==> src/rtl/console_mux_pkg.sv <==
// Constants and FSM state type shared by the console merger and comm.
package console_mux_pkg;

  localparam int         BYTE_W       = 8;
  localparam int         NUM_CH_DEF   = 16;
  localparam logic [7:0] TAG_BASE_DEF = 8'h80;

  typedef enum logic [2:0] {
    IDLE,
    SEND_TAG,
    WAIT_TAG,
    SEND_DATA,
    WAIT_DATA
  } state_e;

endpackage

==> src/rtl/rr_arbiter.sv <==
// Combinational round-robin search: lowest requester at or above ptr, else lowest overall.
module rr_arbiter #(
  parameter int N  = 16,
  parameter int IW = (N > 1) ? $clog2(N) : 1
) (
  input  logic [N-1:0]  req,
  input  logic [IW-1:0] ptr,
  output logic          gnt_valid,
  output logic [IW-1:0] gnt_idx
);

  // The second pass overrides the first, so a hit at or above ptr takes priority over wrap.
  always_comb begin
    gnt_valid = 1'b0;
    gnt_idx   = '0;
    for (int i = N - 1; i >= 0; i--) begin
      if (req[i]) begin
        gnt_valid = 1'b1;
        gnt_idx   = IW'(i);
      end
    end
    for (int i = N - 1; i >= 0; i--) begin
      if (req[i] && (i >= int'(ptr))) begin
        gnt_idx = IW'(i);
      end
    end
  end

endmodule

==> src/rtl/console_merge.sv <==
// Merges per-console rx bytes into one round-robin tx byte stream.
// Define CONSOLE_TAG_EN to prefix every forwarded byte with a channel tag byte.
//
// state     | meaning
// IDLE      | waiting for a full, enabled holding register
// SEND_TAG  | registering tag byte and tx_start pulse
// WAIT_TAG  | tag byte shifting out, waiting for tx_done
// SEND_DATA | registering data byte and tx_start pulse
// WAIT_DATA | data byte shifting out, waiting for tx_done
module console_merge
  import console_mux_pkg::*;
#(
  parameter int         NUM_CH   = NUM_CH_DEF,
  parameter logic [7:0] TAG_BASE = TAG_BASE_DEF
) (
  input  logic                     clk,
  input  logic                     rst,
  input  logic [NUM_CH-1:0]        enable_mask,
  input  logic [NUM_CH-1:0]        ch_valid,
  input  logic [NUM_CH*BYTE_W-1:0] ch_data,
  output logic [BYTE_W-1:0]        tx_data,
  output logic                     tx_start,
  input  logic                     tx_done,
  input  logic                     ovf_clear,
  output logic [NUM_CH-1:0]        ovf_flags,
  output logic                     busy
);

  localparam int PTR_W = (NUM_CH > 1) ? $clog2(NUM_CH) : 1;

  state_e                          state_q;
  logic [PTR_W-1:0]                rr_ptr_q;
  logic [BYTE_W-1:0]               cur_data_q;
  logic [BYTE_W-1:0]               tx_data_q;
  logic                            tx_start_q;
`ifdef CONSOLE_TAG_EN
  logic [6:0]                      cur_idx_q;
`endif

  logic [NUM_CH-1:0]               hold_full_q, hold_full_d;
  logic [NUM_CH-1:0][BYTE_W-1:0]   hold_data_q, hold_data_d;
  logic [NUM_CH-1:0]               ovf_q, ovf_d;

  logic                            gnt_valid;
  logic [PTR_W-1:0]                gnt_idx;
  logic                            grant;
  logic [NUM_CH-1:0]               gnt_vec;

  rr_arbiter #(.N(NUM_CH), .IW(PTR_W)) u_arb (
    .req       (hold_full_q & enable_mask),
    .ptr       (rr_ptr_q),
    .gnt_valid (gnt_valid),
    .gnt_idx   (gnt_idx)
  );

  assign grant   = (state_q == IDLE) && gnt_valid;
  assign gnt_vec = grant ? (NUM_CH'(1) << gnt_idx) : '0;

  // Grant empties the slot first so a same-cycle capture refills it instead of overflowing.
  always_comb begin
    hold_full_d = hold_full_q & ~gnt_vec;
    hold_data_d = hold_data_q;
    ovf_d       = ovf_clear ? '0 : ovf_q;
    for (int i = 0; i < NUM_CH; i++) begin
      if (!enable_mask[i]) begin
        hold_full_d[i] = 1'b0;
      end else if (ch_valid[i]) begin
        if (!hold_full_d[i]) begin
          hold_full_d[i] = 1'b1;
          hold_data_d[i] = ch_data[i*BYTE_W +: BYTE_W];
        end else begin
          ovf_d[i] = 1'b1;
        end
      end
    end
  end

  always_ff @(posedge clk) begin
    if (rst) begin
      hold_full_q <= '0;
      hold_data_q <= '0;
      ovf_q       <= '0;
    end else begin
      hold_full_q <= hold_full_d;
      hold_data_q <= hold_data_d;
      ovf_q       <= ovf_d;
    end
  end

  always_ff @(posedge clk) begin
    if (rst) begin
      state_q    <= IDLE;
      rr_ptr_q   <= '0;
      cur_data_q <= '0;
      tx_data_q  <= '0;
      tx_start_q <= 1'b0;
`ifdef CONSOLE_TAG_EN
      cur_idx_q  <= '0;
`endif
    end else begin
      tx_start_q <= 1'b0;
      case (state_q)
        IDLE: begin
          if (grant) begin
            cur_data_q <= hold_data_q[gnt_idx];
            rr_ptr_q   <= (gnt_idx == PTR_W'(NUM_CH - 1)) ? '0 : gnt_idx + PTR_W'(1);
`ifdef CONSOLE_TAG_EN
            cur_idx_q  <= 7'(gnt_idx);
            state_q    <= SEND_TAG;
`else
            state_q    <= SEND_DATA;
`endif
          end
        end
`ifdef CONSOLE_TAG_EN
        SEND_TAG: begin
          tx_data_q  <= TAG_BASE | {1'b0, cur_idx_q};
          tx_start_q <= 1'b1;
          state_q    <= WAIT_TAG;
        end
        WAIT_TAG: begin
          if (tx_done) state_q <= SEND_DATA;
        end
`endif
        SEND_DATA: begin
          tx_data_q  <= cur_data_q;
          tx_start_q <= 1'b1;
          state_q    <= WAIT_DATA;
        end
        WAIT_DATA: begin
          if (tx_done) state_q <= IDLE;
        end
        default: state_q <= IDLE;
      endcase
    end
  end

  assign tx_data   = tx_data_q;
  assign tx_start  = tx_start_q;
  assign ovf_flags = ovf_q;
  assign busy      = (state_q != IDLE);

endmodule

==> config.mk <==
export PLATFORM = sky130hd
export DESIGN_NAME = console_merge
export DESIGN_NICKNAME = d
export VERILOG_FILES = /design/src/rtl/console_mux_pkg.sv /design/src/rtl/rr_arbiter.sv /design/src/rtl/console_merge.sv
export SDC_FILE = /design/constraint.sdc
export NUM_CORES = 1
export LEC_CHECK = 0
export BUFFER_PORTS_ARGS = -buffer_cell sky130_fd_sc_hd__buf_2
export CORE_MARGIN = 5
export CORE_UTILIZATION = 55
export DETAILED_ROUTE_END_ITERATION = 8
export PLACE_DENSITY = 0.77
export SYNTH_ARGS = -nofsm -noshare
export SYNTH_HDL_FRONTEND = slang
export SYNTH_HIERARCHICAL = 1
export SYNTH_SLANG_ARGS = --single-unit
export TNS_END_PERCENT = 50
==> constraint.sdc <==
create_clock -name clk -period 4.6 [get_ports clk]
set_input_delay 0 -clock clk [delete_from_list [all_inputs] [get_ports clk]]
set_output_delay 0 -clock clk [all_outputs]
set_load 0.01 [all_outputs]
# [Word level (Yosys, flattened, before mapping)]
# Index checks and enable logic that the tools add are counted.
[classes] add_sub_neg=1 order_cmp=16 eq_ne=5 shift=1 muxes=120 bitwise=35 reduce_logical=52
[ops] cell="4-bit two-way mux" count=32
[ops] cell="1-bit two-way mux" count=81
[ops] cell="3-bit AND reduction" count=16
[ops] cell="16-bit bitwise AND" count=2
[ops] cell="8-bit binary-select mux with 4-bit select" count=1
[ops] cell="16-bit two-way mux" count=2
[ops] cell="1-bit inverter" count=32
[ops] cell="2-bit OR reduction" count=16
[ops] cell="4-bit >= comparator, first input constant" count=7
[ops] cell="3-bit by 4-bit >= comparator with 1-bit output, first input constant" count=4
[ops] cell="1-bit logical AND" count=16
[ops] cell="16-bit inverter" count=1
[ops] cell="1-bit by 4-bit left shift with 16-bit output, first input constant" count=1
[ops] cell="3-bit one-hot mux with 3 select lines" count=1
[ops] cell="1-bit by 4-bit >= comparator with 1-bit output, first input constant" count=2
[ops] cell="2-bit by 4-bit >= comparator with 1-bit output, first input constant" count=2
[ops] cell="8-bit two-way mux" count=1
[ops] cell="3-bit two-way mux" count=2
[ops] cell="4-bit by 5-bit < comparator with 1-bit output, second input constant" count=1
[ops] cell="4-bit by 1-bit adder with 4-bit output, second input constant" count=1
[ops] cell="4-bit == test, second input constant" count=1
[ops] cell="2-bit inequality test, second input constant" count=2
[ops] cell="2-bit AND reduction" count=2
[ops] cell="3-bit by 2-bit == test with 1-bit output, second input constant" count=1
[ops] cell="other kinds (3)" count=3
[word_totals] reg_bits=184 input_bits=164 output_inout_bits=26 word_cells=268

# [Depth between registers and ports, before layout]
[logic_depth] depth_word=39 ltp_mapped=13 mapped_depth_nobuf=12

# [Cells and area by module]
# Netlist, hierarchy kept.
[by_module_without_submodules] module="console_merge" instances=1 cells_per_inst=795 area_per_inst_um2=8299.2 seq_area_each_um2=3663.5
[by_module_without_submodules] module="rr_arbiter" instances=1 cells_per_inst=108 area_per_inst_um2=649.4 seq_area_each_um2=0.0

# [Worst setup path after synthesis]
# OpenSTA, ideal clock, no wires.
[synth_timing] path_kind="reg-to-reg" start="register rr_ptr_q[2]" end="register hold_data_q[72] (netlist name)" setup_ns=0.128 arrival_time_ns=3.094 t_required_ns=4.472 setup_slack_ns=1.378 stages_incl_launch_ff=14 n_path_buf=2 synth_period_minus_slack_ns=3.222 cell_sequence="dfxtp_1 -> buf_2 -> nand3_1 -> a31oi_1 -> a32oi_1 -> o21ai_0 -> a41oi_1 -> inv_2 -> buf_1 -> ha_1 -> nand4b_1 -> o22ai_2 -> mux2i_1 -> nor2_1"
[synth_between] elab_chain_len=23 word_cells_on_any_way=51 classes_between="order compare: 15; shift: 1; mux: 16; bitwise: 3; reduce/logical: 16"
[synth_rtl] element="start: declaration" line_no="console_merge.sv:32" rtl="logic [PTR_W-1:0] rr_ptr_q;"
[synth_rtl] element="start signal: assignment" line_no="console_merge.sv:106" rtl="rr_ptr_q <= (gnt_idx == PTR_W'(NUM_CH - 1)) ? '0 : gnt_idx + PTR_W'(1);"
[synth_rtl] element="4-bit >= comparator" line_no="rr_arbiter.sv:23" rtl="if (req[i] && (i >= int'(ptr))) begin"
[synth_rtl] element="1-bit logical AND" line_no="rr_arbiter.sv:23"
[synth_rtl] element="4-bit two-way mux (14 in series)" line_no="rr_arbiter.sv:23"
[synth_rtl] element="4-bit two-way mux *" line_no="rr_arbiter.sv:23"
[synth_rtl] element="named net gnt_idx[1]" line_no="console_merge.sv:45" rtl="logic [PTR_W-1:0] gnt_idx;"
[synth_rtl] element="1-bit by 4-bit left shift with 16-bit output *" line_no="console_merge.sv:57" rtl="assign gnt_vec = grant ? (NUM_CH'(1) << gnt_idx) : '0;"
[synth_rtl] element="16-bit two-way mux *" line_no="console_merge.sv:57"
[synth_rtl] element="16-bit inverter *" line_no="console_merge.sv:61" rtl="hold_full_d = hold_full_q & ~gnt_vec;"
[synth_rtl] element="16-bit bitwise AND *" line_no="console_merge.sv:61"
[synth_rtl] element="1-bit inverter (no line) *"
[synth_rtl] element="3-bit AND reduction (no line) *"
[synth_rtl] element="end signal: assignment" line_no="console_merge.sv:85" rtl="hold_data_q <= hold_data_d;"
[synth_rtl] element="end: declaration" line_no="console_merge.sv:41" rtl="logic [NUM_CH-1:0][BYTE_W-1:0] hold_data_q, hold_data_d;"
# The timed path passes the listed nets; every way through them passes the cells marked *.
# A chain may end at the register's enable or synchronous reset.

# [Final worst setup path]
[layout_timing] start="register hold_full_q[8]" end="register ovf_q[3], in the netlist ovf_flags[3]"
[layout_between] elab_chain_len=33 word_cells_on_any_way=44 classes_between="shift: 1; mux: 38; bitwise: 3; reduce/logical: 2"
[layout_rtl] element="start: declaration" line_no="console_merge.sv:40" rtl="logic [NUM_CH-1:0] hold_full_q, hold_full_d;"
[layout_rtl] element="start signal: assignment" line_no="console_merge.sv:84" rtl="hold_full_q <= hold_full_d;"
[layout_rtl] element="16-bit bitwise AND *" line_no="console_merge.sv:50" rtl=".req (hold_full_q & enable_mask),"
[layout_rtl] element="4-bit two-way mux (9 in series)" line_no="rr_arbiter.sv:17" rtl="if (req[i]) begin"
[layout_rtl] element="4-bit two-way mux (7 in series)" line_no="rr_arbiter.sv:23"
[layout_rtl] element="4-bit two-way mux * (9 in series)" line_no="rr_arbiter.sv:23"
[layout_rtl] element="named net gnt_idx[2]" line_no="console_merge.sv:45"
[layout_rtl] element="1-bit by 4-bit left shift with 16-bit output *" line_no="console_merge.sv:57"
[layout_rtl] element="16-bit two-way mux *" line_no="console_merge.sv:57"
[layout_rtl] element="16-bit inverter *" line_no="console_merge.sv:61"
[layout_rtl] element="16-bit bitwise AND *" line_no="console_merge.sv:61"
[layout_rtl] element="1-bit two-way mux *" line_no="console_merge.sv:68" rtl="if (!hold_full_d[i]) begin"
[layout_rtl] element="1-bit two-way mux *" line_no="console_merge.sv:67" rtl="end else if (ch_valid[i]) begin"
[layout_rtl] element="1-bit two-way mux *" line_no="console_merge.sv:65" rtl="if (!enable_mask[i]) begin"
[layout_rtl] element="end signal: assignment" line_no="console_merge.sv:86" rtl="ovf_q <= ovf_d;"
[layout_rtl] element="end: declaration" line_no="console_merge.sv:42" rtl="logic [NUM_CH-1:0] ovf_q, ovf_d;"
# Marks and branches as above.

==> key figures <==
Floorplanning
  – Die area: 18920 sq um
  – Num rows: 46
  – Height of the die: 137.6 microns
  – Initial Utilization: 56.13%
  – Top-Level Pins: 190
  – Core area: 15940 sq um
  – Die Width: 137.6 microns

Route
  – Vias per inst: 5.822
  – Pre-antenna DRT Iters: 5
  – DRT Wirelength: 30210 microns
  – DRC viols: 0
  – Final ANT Viol Nets: 0
  – Initial DRC Count: 865
  – Vias: 8587
  – Routed WL per cell: 20.48 microns

Power
  – Peak VDD IR: 0.0003154 V
  – PD cells: 353.6 nW/um^2
  – Leak pwr: 0.005054 uW

Global routing
  – Antenna violations before repair: 0
  – First-pass GRT wire length: 45750 microns
  – Grt ovf: 0
  – Total GRT Usage: 31.64%
  – Largest net degree at the start of global routing: 169
  – Vias in the first global route: 8790

Clock tree
  – TritonCTS buffer count: 17
  – Root Buffer: clkbuf_16
  – Longest Clk Path Bufs: 2
  – Post-CTS Setup Inserts: 0
  – CTS-repair resized insts: 0
  – Clock slew seen by the registers of the worst setup and hold paths: 0.07 ns
  – CTS tree: built
  – Worst-skew pair later-pin latency: 0.44 ns
  – H-tree Lvls: 4
  – Clock sinks: 183

Cells and area
  – Fillers: 1014
  – Nets@finish: 1415
  – Final core utilization: 77.47%
  – Sequential cell area: 3664 sq um
  – Layout cells sized above 1: 23.13%
  – Final std cells w/o fill: 1475
  – Area delta synth->final: 38.02%
  – Footprint of the multi-input gates: 4997 sq um

Setup path
  – Reg-to-Reg Start: hold_full_q[8]
  – Crit path required time: 4.97 ns
  – CP bufs+invs: 2
  – Reg2reg setup slack: 0.40 ns
  – Levels on crit path: 12
  – Crit path kind: reg2reg
  – CP Capture Type: flip-flop
  – Crit-path cells: and2_1, nor4_1, nand2b_1, a21oi_1, o211ai_1, a21boi_4, inv_1, ha_1, a21boi_0, a32oi_1, dlygate4sd3_1, nor2_1
  – Slowest CP cell: a21boi_4
  – Worst setup startpoint: hold_full_q[8]
  – CP Capture Point: ovf_flags[3]
  – CP max stage delay: 0.68 ns
  – Critical Path AT: 4.57 ns
  – R2r worst-path depth: 12
  – R2r endpoint: ovf_flags[3]
  – Crit Path Max Fanout: 25
  – Crit path max-delay family: compound AO/OA/AOI/OAI gates
  – Critical Path Source Type: flip-flop

Placement
  – Routability cong.: 0.9382
  – Post-DP HPWL: 18010 microns
  – IO Port Bufs: 189
  – Setup WS pre-CTS: 0.7796 ns
  – Inst Count DP: 1268

Synth
  – Share of the synthesized area in the top cell type: 40.94%
  – Fraction of registers with async set/reset: 0%
  – Sequential area share after synthesis: 40.94%
  – Yosys warnings: 6
  – Number of synthesized register bits: 183
  – Syn Inst Count: 903
  – Top FF cell, synth: dfxtp_1
  – Syn_nets: 1073
  – Mapped cell area: 8949 sq um
  – EDFF count, synth: 0
  – Area contributors post-synth: dfxtp_1 (41%), mux2i_1 (16%), mux4_2 (8.1%)
  – Cell taking the most area after synthesis: dfxtp_1
  – Synth cell types: 64
  – Mapped Avg Cell Area: 9.910 sq um

Timing
  – Setup TNS: 0 ns
  – Clk_skew: 0.01352 ns
  – Setup WS post-layout: 0.3995 ns
  – Worst Tran Pin Value: 1.101 ns
  – RSZ-0062 raised after global routing: false
  – Final Max Slew Viols: 0
  – Final worst path period share: 91.32%
  – Final hold viol count: 0
  – Post-layout minimum cycle time: 4.201 ns
  – Slew HR: 26.57%
  – Final setup fails: 0
  – Max Clk Rate: 0.2381 GHz

Run status
  – Status: complete, no violations

Hold path
  – Worst hold path type: in2reg
  – Hold depth: 4

Job
  – Max-cap violations: 0
report_power, final:
part	internal, uW	switching [uW]
logic	525	613
clock network	797	667
registers	1680	87.0
state kept, by name, indices dropped and copies added (netlist names):
signal	flops
ovf_flags	16
hold_data_q	128
state_q	2
tx_start	1
cur_data_q	8
rr_ptr_q	4
hold_full_q	16
tx_data	8
Yosys cell counts, drive strengths merged, types with 11 or more instances:
master    n
mux2i   144
clkbuf   32
inv      22
o22ai    14
o21ai    20
nand2b   76
nand3b   11
dfxtp   183
a21oi    35
nand2    52
and2     19
nor2    131
buf      15
mux4     32
logic make-up after synthesis:
family / after synthesis / share of synthesized area, %
compound gates: 121 / 10.46
fa+ha+maj: 7 / 0.9647
buf+inv: 69 / 3.356
simple gates: 347 / 20.12
mux: 176 / 24.16
flops: 183 / 40.94
per-layer routing:
metal / wire, microns / track usage (%) / vias to the layer above
li1: - / - / 3897
met1: 11220 / 36.23 / 4111
met2: 15310 / 55.72 / 459
met3: 2220 / 5.953 / 120
met4: 1458 / 16.80 / 0
met5: 0 / 0 / -
layout by cell type, fill, tap and decap left out, types with 11 or more instances in the layout:
cell           instances
buf_2                188
dfxtp_1              183
dlygate4sd3_1        174
mux2i_1              144
nor2_1               127
nand2b_1              76
nand2_1               52
a21oi_1               35
mux4_2                32
inv_1                 21
o21ai_0               19
and2_1                18
clkbuf_16             17
nand3b_1              11
final cells by class:
type | instances | share of cell area, %
timing repair buffer | 370 | 22.24
sequential | 183 | 29.66
clock inverter | 12 | 0.9827
multi-input combinational | 651 | 40.46
inverter | 22 | 0.6686
clock buffer | 20 | 3.779
antenna | 1 | 0.02026
tap | 216 | 2.188
worst min path at each step:
stage           startpoint               to  slack [ns]
2_1_floorplan  ch_valid[0]   hold_full_q[0]        0.13
3_3_place_gp   ch_data[49]  hold_data_q[49]        0.23
3_5_place_dp   ch_data[51]  hold_data_q[51]        0.24
4_1_cts          ovf_clear     ovf_flags[7]        0.01
5_1_grt          ovf_clear     ovf_flags[7]        0.06
6_report         ovf_clear     ovf_flags[7]        0.02
through the flow:
step	hold slack [ns]	power, uW	instance area (sq um)
2_1_floorplan	0.1255	2489	8949
3_3_place_gp	0.2323	2770	10020
3_5_place_dp	0.2413	2776	10020
4_1_cts	0.01179	4314	12350
5_1_grt	0.06391	4509	12350
6_report	0.01715	4367	12350
tightest hold or removal path, delay by kind of cell:
| kind | cells | cell delay [ns] |
|---|---|---|
| simple gates | 1 | 0.08 |
| buf+inv | 2 | 0.25 |
| compound gates | 1 | 0.08 |
what timing repair did:
item / CTS / global route
endpoints found under the hold margin: 155 / 0
hold buffers: 174 / 0
setup endpoints to repair: 0 / 0
No activity file was read; power rests on OpenSTA's default activity.
